`config.mk`:
```
export PLATFORM = sky130hd
export DESIGN_NAME = regfile_op_sequencer
export DESIGN_NICKNAME = d
export VERILOG_FILES = /design/src/rtl/regfile_ctrl_pkg.sv /design/src/rtl/seq_alu.sv /design/src/rtl/regfile_op_sequencer.sv
export SDC_FILE = /design/constraint.sdc
export NUM_CORES = 1
export LEC_CHECK = 0
export CAP_MARGIN = 20
export CORE_ASPECT_RATIO = 0.9
export CORE_MARGIN = 2
export CORE_UTILIZATION = 54
export CTS_CLUSTER_SIZE = 20
export DETAILED_ROUTE_END_ITERATION = 16
export GPL_ROUTABILITY_DRIVEN = 0
export PLACE_DENSITY = 0.82
export SYNTH_ARGS = -nofsm -noshare
export SYNTH_HDL_FRONTEND = slang
export SYNTH_SLANG_ARGS = --single-unit
```
`constraint.sdc`:
```
create_clock -name clk -period 3.5 [get_ports clk]
set_input_delay 0.7 -clock clk [delete_from_list [all_inputs] [get_ports clk]]
set_output_delay 0.7 -clock clk [all_outputs]
set_load 0.03 [all_outputs]
```
`src/rtl/regfile_ctrl_pkg.sv`:
```
// Shared opcode and FSM-state definitions for the register-file op sequencer.
// Imported by the sequencer top and its ALU.
package regfile_ctrl_pkg;

  localparam logic [2:0] OP_ADD = 3'd0;
  localparam logic [2:0] OP_SUB = 3'd1;
  localparam logic [2:0] OP_AND = 3'd2;
  localparam logic [2:0] OP_OR  = 3'd3;
  localparam logic [2:0] OP_XOR = 3'd4;
  localparam logic [2:0] OP_MOV = 3'd5;
  localparam logic [2:0] OP_LDI = 3'd6;
  localparam logic [2:0] OP_SHL = 3'd7;

  typedef enum logic [1:0] {
    S_IDLE = 2'd0,
    S_RD_A = 2'd1,
    S_RD_B = 2'd2,
    S_WR   = 2'd3
  } state_t;

  // Binary ops (ADD..XOR) are the only ones that need a second register read.
  function automatic logic is_binary(input logic [2:0] op);
    return (op <= OP_XOR);
  endfunction

endpackage

```
`src/rtl/seq_alu.sv`:
```
// Combinational ALU for the op sequencer: (op, a, b, imm) -> (r, c).
// The carry output c is carry for ADD, borrow for SUB, and the shifted-out MSB for SHL.
module seq_alu
  import regfile_ctrl_pkg::*;
#(
  parameter int DATA_W = 8
) (
  input  logic [2:0]        op,
  input  logic [DATA_W-1:0] a,
  input  logic [DATA_W-1:0] b,
  input  logic [DATA_W-1:0] imm,
  output logic [DATA_W-1:0] r,
  output logic              c
);

  logic [DATA_W:0] sum;

  assign sum = {1'b0, a} + {1'b0, b};

  always_comb begin
    // NOTE: every output of a combinational block gets a default first, so no path leaves it unassigned (no latch).
    r = '0;
    c = 1'b0;
    unique case (op)
      OP_ADD: begin
        r = sum[DATA_W-1:0];
        c = sum[DATA_W];
      end
      OP_SUB: begin
        r = a - b;
        c = (a < b);
      end
      OP_AND: r = a & b;
      OP_OR:  r = a | b;
      OP_XOR: r = a ^ b;
      OP_MOV: r = a;
      OP_LDI: r = imm;
      OP_SHL: begin
        r = {a[DATA_W-2:0], 1'b0};
        c = a[DATA_W-1];
      end
      default: ;
    endcase
  end

endmodule

```
`src/rtl/regfile_op_sequencer.sv`:
```
// Drives a single-port, write-enable-less register file through read A / read B / write steps.
// On every non-write cycle, the register being read is written back to itself so that it is preserved.
module regfile_op_sequencer
  import regfile_ctrl_pkg::*;
#(
  parameter int DATA_W = 8,
  parameter int ADDR_W = 3
) (
  input  logic              clk,
  input  logic              reset,
  input  logic              cmd_valid,
  output logic              cmd_ready,
  input  logic [2:0]        cmd_op,
  input  logic [ADDR_W-1:0] cmd_rd,
  input  logic [ADDR_W-1:0] cmd_rs1,
  input  logic [ADDR_W-1:0] cmd_rs2,
  input  logic [DATA_W-1:0] cmd_imm,
  output logic [ADDR_W-1:0] rf_read,
  input  logic [DATA_W-1:0] rf_rdata,
  output logic [ADDR_W-1:0] rf_write,
  output logic [DATA_W-1:0] rf_wdata,
  output logic              done,
  output logic [DATA_W-1:0] result,
  output logic              flag_c,
  output logic              flag_z
);

  state_t              state_q, state_d;
  logic [2:0]          op_q;
  logic [ADDR_W-1:0]   rd_q, rs1_q, rs2_q, read_q;
  logic [DATA_W-1:0]   imm_q, opa_q, opb_q;
  logic [DATA_W-1:0]   alu_r;
  logic                alu_c;

  seq_alu #(.DATA_W(DATA_W)) u_alu (
    .op  (op_q),
    .a   (opa_q),
    .b   (opb_q),
    .imm (imm_q),
    .r   (alu_r),
    .c   (alu_c)
  );

  always_comb begin
    state_d   = state_q;
    rf_read   = read_q;
    cmd_ready = 1'b0;
    unique case (state_q)
      S_IDLE: begin
        cmd_ready = 1'b1;
        if (cmd_valid) state_d = (cmd_op == OP_LDI) ? S_WR : S_RD_A;
      end
      S_RD_A: begin
        rf_read = rs1_q;
        state_d = is_binary(op_q) ? S_RD_B : S_WR;
      end
      S_RD_B: begin
        rf_read = rs2_q;
        state_d = S_WR;
      end
      S_WR:    state_d = S_IDLE;
      default: state_d = S_IDLE;
    endcase
  end

  // Outside WR, the selected register is refreshed with its own value.
  assign rf_write = (state_q == S_WR) ? rd_q  : rf_read;
  assign rf_wdata = (state_q == S_WR) ? alu_r : rf_rdata;

  // NOTE: sequential state uses non-blocking assignments so every register samples pre-edge values.
  always_ff @(posedge clk or negedge reset) begin
    if (!reset) begin
      state_q <= S_IDLE;
      op_q    <= '0;
      rd_q    <= '0;
      rs1_q   <= '0;
      rs2_q   <= '0;
      imm_q   <= '0;
      read_q  <= '0;
      opa_q   <= '0;
      opb_q   <= '0;
      result  <= '0;
      done    <= 1'b0;
      flag_c  <= 1'b0;
      flag_z  <= 1'b0;
    end else begin
      state_q <= state_d;
      read_q  <= rf_read;
      done    <= (state_q == S_WR);
      if (state_q == S_IDLE && cmd_valid) begin
        op_q  <= cmd_op;
        rd_q  <= cmd_rd;
        rs1_q <= cmd_rs1;
        rs2_q <= cmd_rs2;
        imm_q <= cmd_imm;
      end
      if (state_q == S_RD_A) opa_q <= rf_rdata;
      if (state_q == S_RD_B) opb_q <= rf_rdata;
      if (state_q == S_WR) begin
        result <= alu_r;
        flag_c <= alu_c;
        flag_z <= (alu_r == '0);
      end
    end
  end

endmodule
```
# Word level (Yosys, flattened, before mapping)
# Index checks and enable logic that the tools add are counted.
# totals
regBits	52
latchBits	0
mem_bits_rw	0
rom_bits	0
input_bits	31
output_inout_bits	26
elab_cells	46
memories	0
# classes
addsub	2
n_mul	0
n_div	0
n_lt_le_gt_ge	2
eq_ne	12
n_shift	0
n_mux	10
bitwise_logic	3
reduce_logical	4
# op_table
operator	count
$pmux W8 S8	1
$eq A3 B3 Y1 const B	5
$add A8 B8 Y9	1
$and A8 B8 Y8	1
$logic_not A8 Y1	1
$lt A8 B8 Y1	1
$mux W8	1
$or A8 B8 Y8	1
$pmux W2 S4	1
$sub A8 B8 Y8	1
$xor A8 B8 Y8	1
$eq A3 B2 Y1 const B	2
$pmux W3 S2	1
$eq A2 B2 Y1 const B	2
$mux W2	2
$eq A3 B1 Y1 const B	1
$le A3 B3 Y1 const B	1
$logic_not A3 Y1	1
$mux W3	1
$pmux W1 S3	1
$eq A2 B1 Y1 const B	1
$logic_not A2 Y1	1
$mux W1	2
$ne A2 B2 Y1 const B	1
$logic_and A1 B1 Y1	1

# Longest topological paths before layout
# logic_depth
word_depth	4
depth_mapped	11
depth_no_buf	11

# Hierarchy
# A second synthesis with hierarchy kept.
# hier_totals
cells_unflattened	362
area_unflattened_um2	3572.2
# modules_own_cells
mod	n_inst	cells_per_inst	area_each_um2	seq_area_each_um2
regfile_op_sequencer	1	168	2200.9	1301.2
seq_alu	1	194	1371.3	0.0

# Worst setup path after synthesis
# OpenSTA, ideal clock, no wires.
# synth_timing
kind	register -> output
start	register opa_q[3]
end	output port rf_wdata[7]
arrival_time_ns	2.255
setup_slack_ns	0.545
stages_incl_launch_ff	10
path_buffers	0
path_cell_list	dfrtp_1 -> inv_1 -> ha_1 -> nand2b_1 -> a21oi_1 -> nor3_1 -> o31ai_2 -> o32ai_1 -> a311oi_2 -> a21oi_1
# synth_via
elab_chain_cells	3
elab_cells_between_ends	4
cone_classes	add/sub (2); mux (2)
# synth_lines
item	line_no	rtl
from (decl)	regfile_op_sequencer.sv:31	logic [DATA_W-1:0] imm_q, opa_q, opb_q;
from (signal assigned)	regfile_op_sequencer.sv:97	if (state_q == S_RD_A) opa_q <= rf_rdata;
$sub A8 B8 Y8 / $add A8 B8 Y9 (equally long branches)	seq_alu.sv:30, seq_alu.sv:18	
$pmux W8 S8 *	seq_alu.sv:24	unique case (op)
$mux W8 *	regfile_op_sequencer.sv:68	assign rf_wdata = (state_q == S_WR) ? alu_r : rf_rdata;
to (decl)	regfile_op_sequencer.sv:21	output logic [DATA_W-1:0] rf_wdata,
# Every way passes the cells marked *; elsewhere a longest branch is shown, timed or not.

# Final worst setup path
# layout_timing
start	register opa_q[0]
end	output port rf_wdata[6]
# The elaborated chain is that of the path after synthesis.

==> impl_metrics.sql <==
INSERT INTO impl_metrics (metric_group, metric, value, unit) VALUES
('sta', 'min_period_over_period', '0.973', ''),
('sta', 'finalCriticalPeriod', '3.41', 'ns'),
('yosys', 'post_synth_num_cell_types', '57', ''),
('routing', 'detail_route_antenna_nets', '0', ''),
('clock_network', 'cts.root.buffer_cell', 'clkbuf_8', ''),
('yosys', 'leading_area_contributor_after_synthesis', 'dfrtp_1', ''),
('yosys', 'post_synth_main_area_contributors', 'dfrtp_1 37%, ha_1 9.9%, mux2_2 8.3%', ''),
('clock_network', 'ctsHoldBuffers', '0', ''),
('yosys', 'syn_inst', '380', ''),
('placed_design', 'hpwlAfterDp', '6.46', 'mm'),
('global_routing', 'pin_count_of_the_biggest_net_entering_global_routing', '40', ''),
('sta', 'finalHoldViolCount', '0', ''),
('yosys', 'synth_seq_area_share', '0.368', ''),
('final_layout', 'finalCoreUtilization', '0.709', ''),
('floorplanning', 'dieHeight', '80.8', 'um'),
('worst_setup_path', 'r2r_slack', '0.67', 'ns'),
('clock_network', 'clk_transition_reported_paths', '0.11', 'ns'),
('global_routing', 'gr-usage-all-layers', '0.261', ''),
('clock_network', 'cts_tree', 'yes', ''),
('sta', 'worst_skew', '0.00998', 'ns'),
('final_layout', 'antenna_cells', '0', ''),
('clock_network', 'cts.htree.levels', '2', ''),
('yosys', 'yosys_warnings', '0', ''),
('yosys', 'number_of_nets_in_the_synthesized_netlist', '441', ''),
('global_routing', 'globalRouteMet2Util', '0.419', ''),
('global_routing', 'grt.met3_usage', '0.0630', ''),
('routing', 'drt-wirelength-per-cell', '16.9', 'um'),
('yosys', 'number_of_enable_flip_flop_cells_after_synthesis', '0', ''),
('final_layout', 'areaGrowthSynthToFinish', '24.5', '%'),
('global_routing', 'grt_first_pass_wirelength', '14.4', 'mm'),
('worst_setup_path', 'timing.rr.start', 'opa_q[0]', ''),
('yosys', 'yosysTopAreaCellShare', '0.368', ''),
('yosys', 'synth-async-reset-ratio', '1.00', ''),
('yosys', 'synth.cell_area', '3540', 'um^2'),
('floorplanning', 'placement_rows', '27', ''),
('yosys', 'ys.flop_type', 'dfrtp_1', ''),
('yosys', 'post_synth_most_frequent_cells', '52 x dfrtp_1, 39 x inv_1, 36 x o21ai_0', ''),
('yosys', 'post-synth-top-count-cell', 'dfrtp_1', ''),
('clock_network', 'cts_made_buffers', '5', ''),
('routing', 'routed_wl', '9.10', 'mm'),
('global_routing', 'first_global_vias', '3009', ''),
('routing', 'drt-pass1-iter-count', '7', ''),
('worst_setup_path', 'crit_arrival', '2.71', 'ns'),
('routing', 'drc', '0', ''),
('routing', 'drt-initial-drc-count', '272', ''),
('clock_network', 'clock_insertion_delay_worst_skew', '0.32', 'ns'),
('final_layout', 'final_layout_size_suffix_gt1_frac', '0.206', ''),
('worst_setup_path', 'path_class', 'register to primary output', ''),
('sta', 'final_setup_violating_endpoints', '0', ''),
('run', 'maxCapViolCount', '0', ''),
('final_layout', 'layout.nets', '511', ''),
('worst_setup_path', 'r2r-end', 'flag_z', ''),
('yosys', 'ys_seq_elements', '52', ''),
('global_routing', 'gr-max-usage-layer', 'met2', ''),
('worst_setup_path', 'cp_data_required_time', '2.80', 'ns'),
('worst_setup_path', 'timing.critical_path.from_type', 'register', ''),
('worst_setup_path', 'critPathCaptureType', 'primary output', ''),
('global_routing', 'number_of_antenna_violations_at_the_first_check_in_global_routing', '0', ''),
('floorplanning', 'die_width', '89.3', 'um'),
('global_routing', 'groute.layer.met1.usage', '0.356', ''),
('final_layout', 'finish.instance_area', '4410', 'um^2'),
('yosys', 'avgSynthCellArea', '9.31', 'um^2'),
('hold_path', 'min_path_type', 'input pin to async pin', ''),
('worst_setup_path', 'cp_slowest_cell', 'dfrtp_1', ''),
('final_layout', 'fillers', '490', ''),
('floorplanning', 'starting_density', '0.569', ''),
('placed_design', 'numPortBuffers', '56', ''),
('worst_setup_path', 'worst_setup_path_startpoint', 'opa_q[0]', ''),
('worst_setup_path', 'crit_path_max_incr_delay', '0.44', 'ns'),
('run_status', 'status', 'completed', ''),
('sta', 'relSlewSlack', '0.400', '');
[registers in the layout (all words and copies together), names as in the netlist]
signal   cells
done         1
opa_q        8
op_q         3
result       8
imm_q        8
flag_z       1
flag_c       1
read_q       3
rs2_q        3
state_q      2
opb_q        8
rs1_q        3
rd_q         3
[worst max-delay path: cells and delay by family (launching register included)]
kind | cells | cell delay (ns)
compound gates | 5 | 0.85
buf+inv | 1 | 0.18
fa+ha+maj | 2 | 0.69
flops | 1 | 0.44
simple gates | 2 | 0.24
[cells in the final DEF (no fill, tap or decap), types with 2 or more instances in the layout]
cell,n
dfrtp_1,52
clkdlybuf4s50_1,48
inv_1,36
nand2_1,35
o21ai_0,35
buf_4,31
nor2_1,26
mux2_2,26
ha_1,23
a21oi_1,22
mux2i_1,11
nand2b_1,9
o22ai_1,7
clkbuf_8,5
a22oi_1,4
ha_2,4
inv_2,3
and2_1,3
o21ai_1,3
a211oi_1,3
a221oi_1,3
nor2b_1,3
buf_2,3
nand4_1,2
or3_1,2
nor3_1,2
or2_1,2
nor3_2,2
nor4_1,2
a221oi_2,2
nand3_1,2
xnor2_1,2
a21o_1,2
and3_1,2
o21a_1,2
[cell families after synthesis]
logic type	after synthesis	synth area share
multiplexers	38	0.120
flip-flops	52	0.368
AO/OA/AOI/OAI	101	0.183
adder cells (fa/ha/maj)	30	0.110
AND/OR/NAND/NOR	97	0.133
buffers and inverters	59	0.0792
XOR/XNOR	3	0.00742
[area by class of cell]
type / count / area, um^2 / area share
Clock buffer: 6 / 72.6 / 0.0165
Multi-Input combinational cell: 269 / 2030 / 0.460
Tap cell: 87 / 109 / 0.0247
Sequential cell: 52 / 1300 / 0.295
Clock inverter: 2 / 16.3 / 0.00369
Inverter: 39 / 146 / 0.0332
Timing Repair Buffer: 83 / 733 / 0.166
[repair_timing]
action | 4_1_cts | 5_1_grt
gates resized for setup | 12 | 27
buffers inserted | 1 | 5
setup endpoints to repair | 4 | 7
pin swaps | 1 | 6
[worst max path at each step]
stage / cells after the start / slack, ns / end
2_1_floorplan: 9 / 0.55 / rf_wdata[7]
3_3_place_gp: 10 / 0.09 / rf_wdata[7]
3_5_place_dp: 10 / 0.05 / rf_wdata[3]
4_1_cts: 10 / -0.05 / rf_wdata[3]
5_1_grt: 10 / -0.04 / rf_wdata[7]
6_report: 10 / 0.09 / rf_wdata[6]
[metal layers]
metal,wire [um],vias up
met5,0,-
met4,161,0
met3,827,16
met2,4250,161
met1,3860,1492
li1,-,1456
[metrics by stage]
stage | setup TNS [ns] | setup WS [ns] | hold WS, ns
6_report | 0 | 0.0943 | 0.489
2_1_floorplan | 0 | 0.545 | 0.404
4_1_cts | -0.0450 | -0.0450 | 0.492
5_1_grt | -0.0681 | -0.0353 | 0.523
3_3_place_gp | 0 | 0.0918 | 0.462
3_5_place_dp | 0 | 0.0508 | 0.468
Power is left out: the tool's default activity adds up to more than one toggle a clock period on the data nets, which glitch-free logic cannot reach.
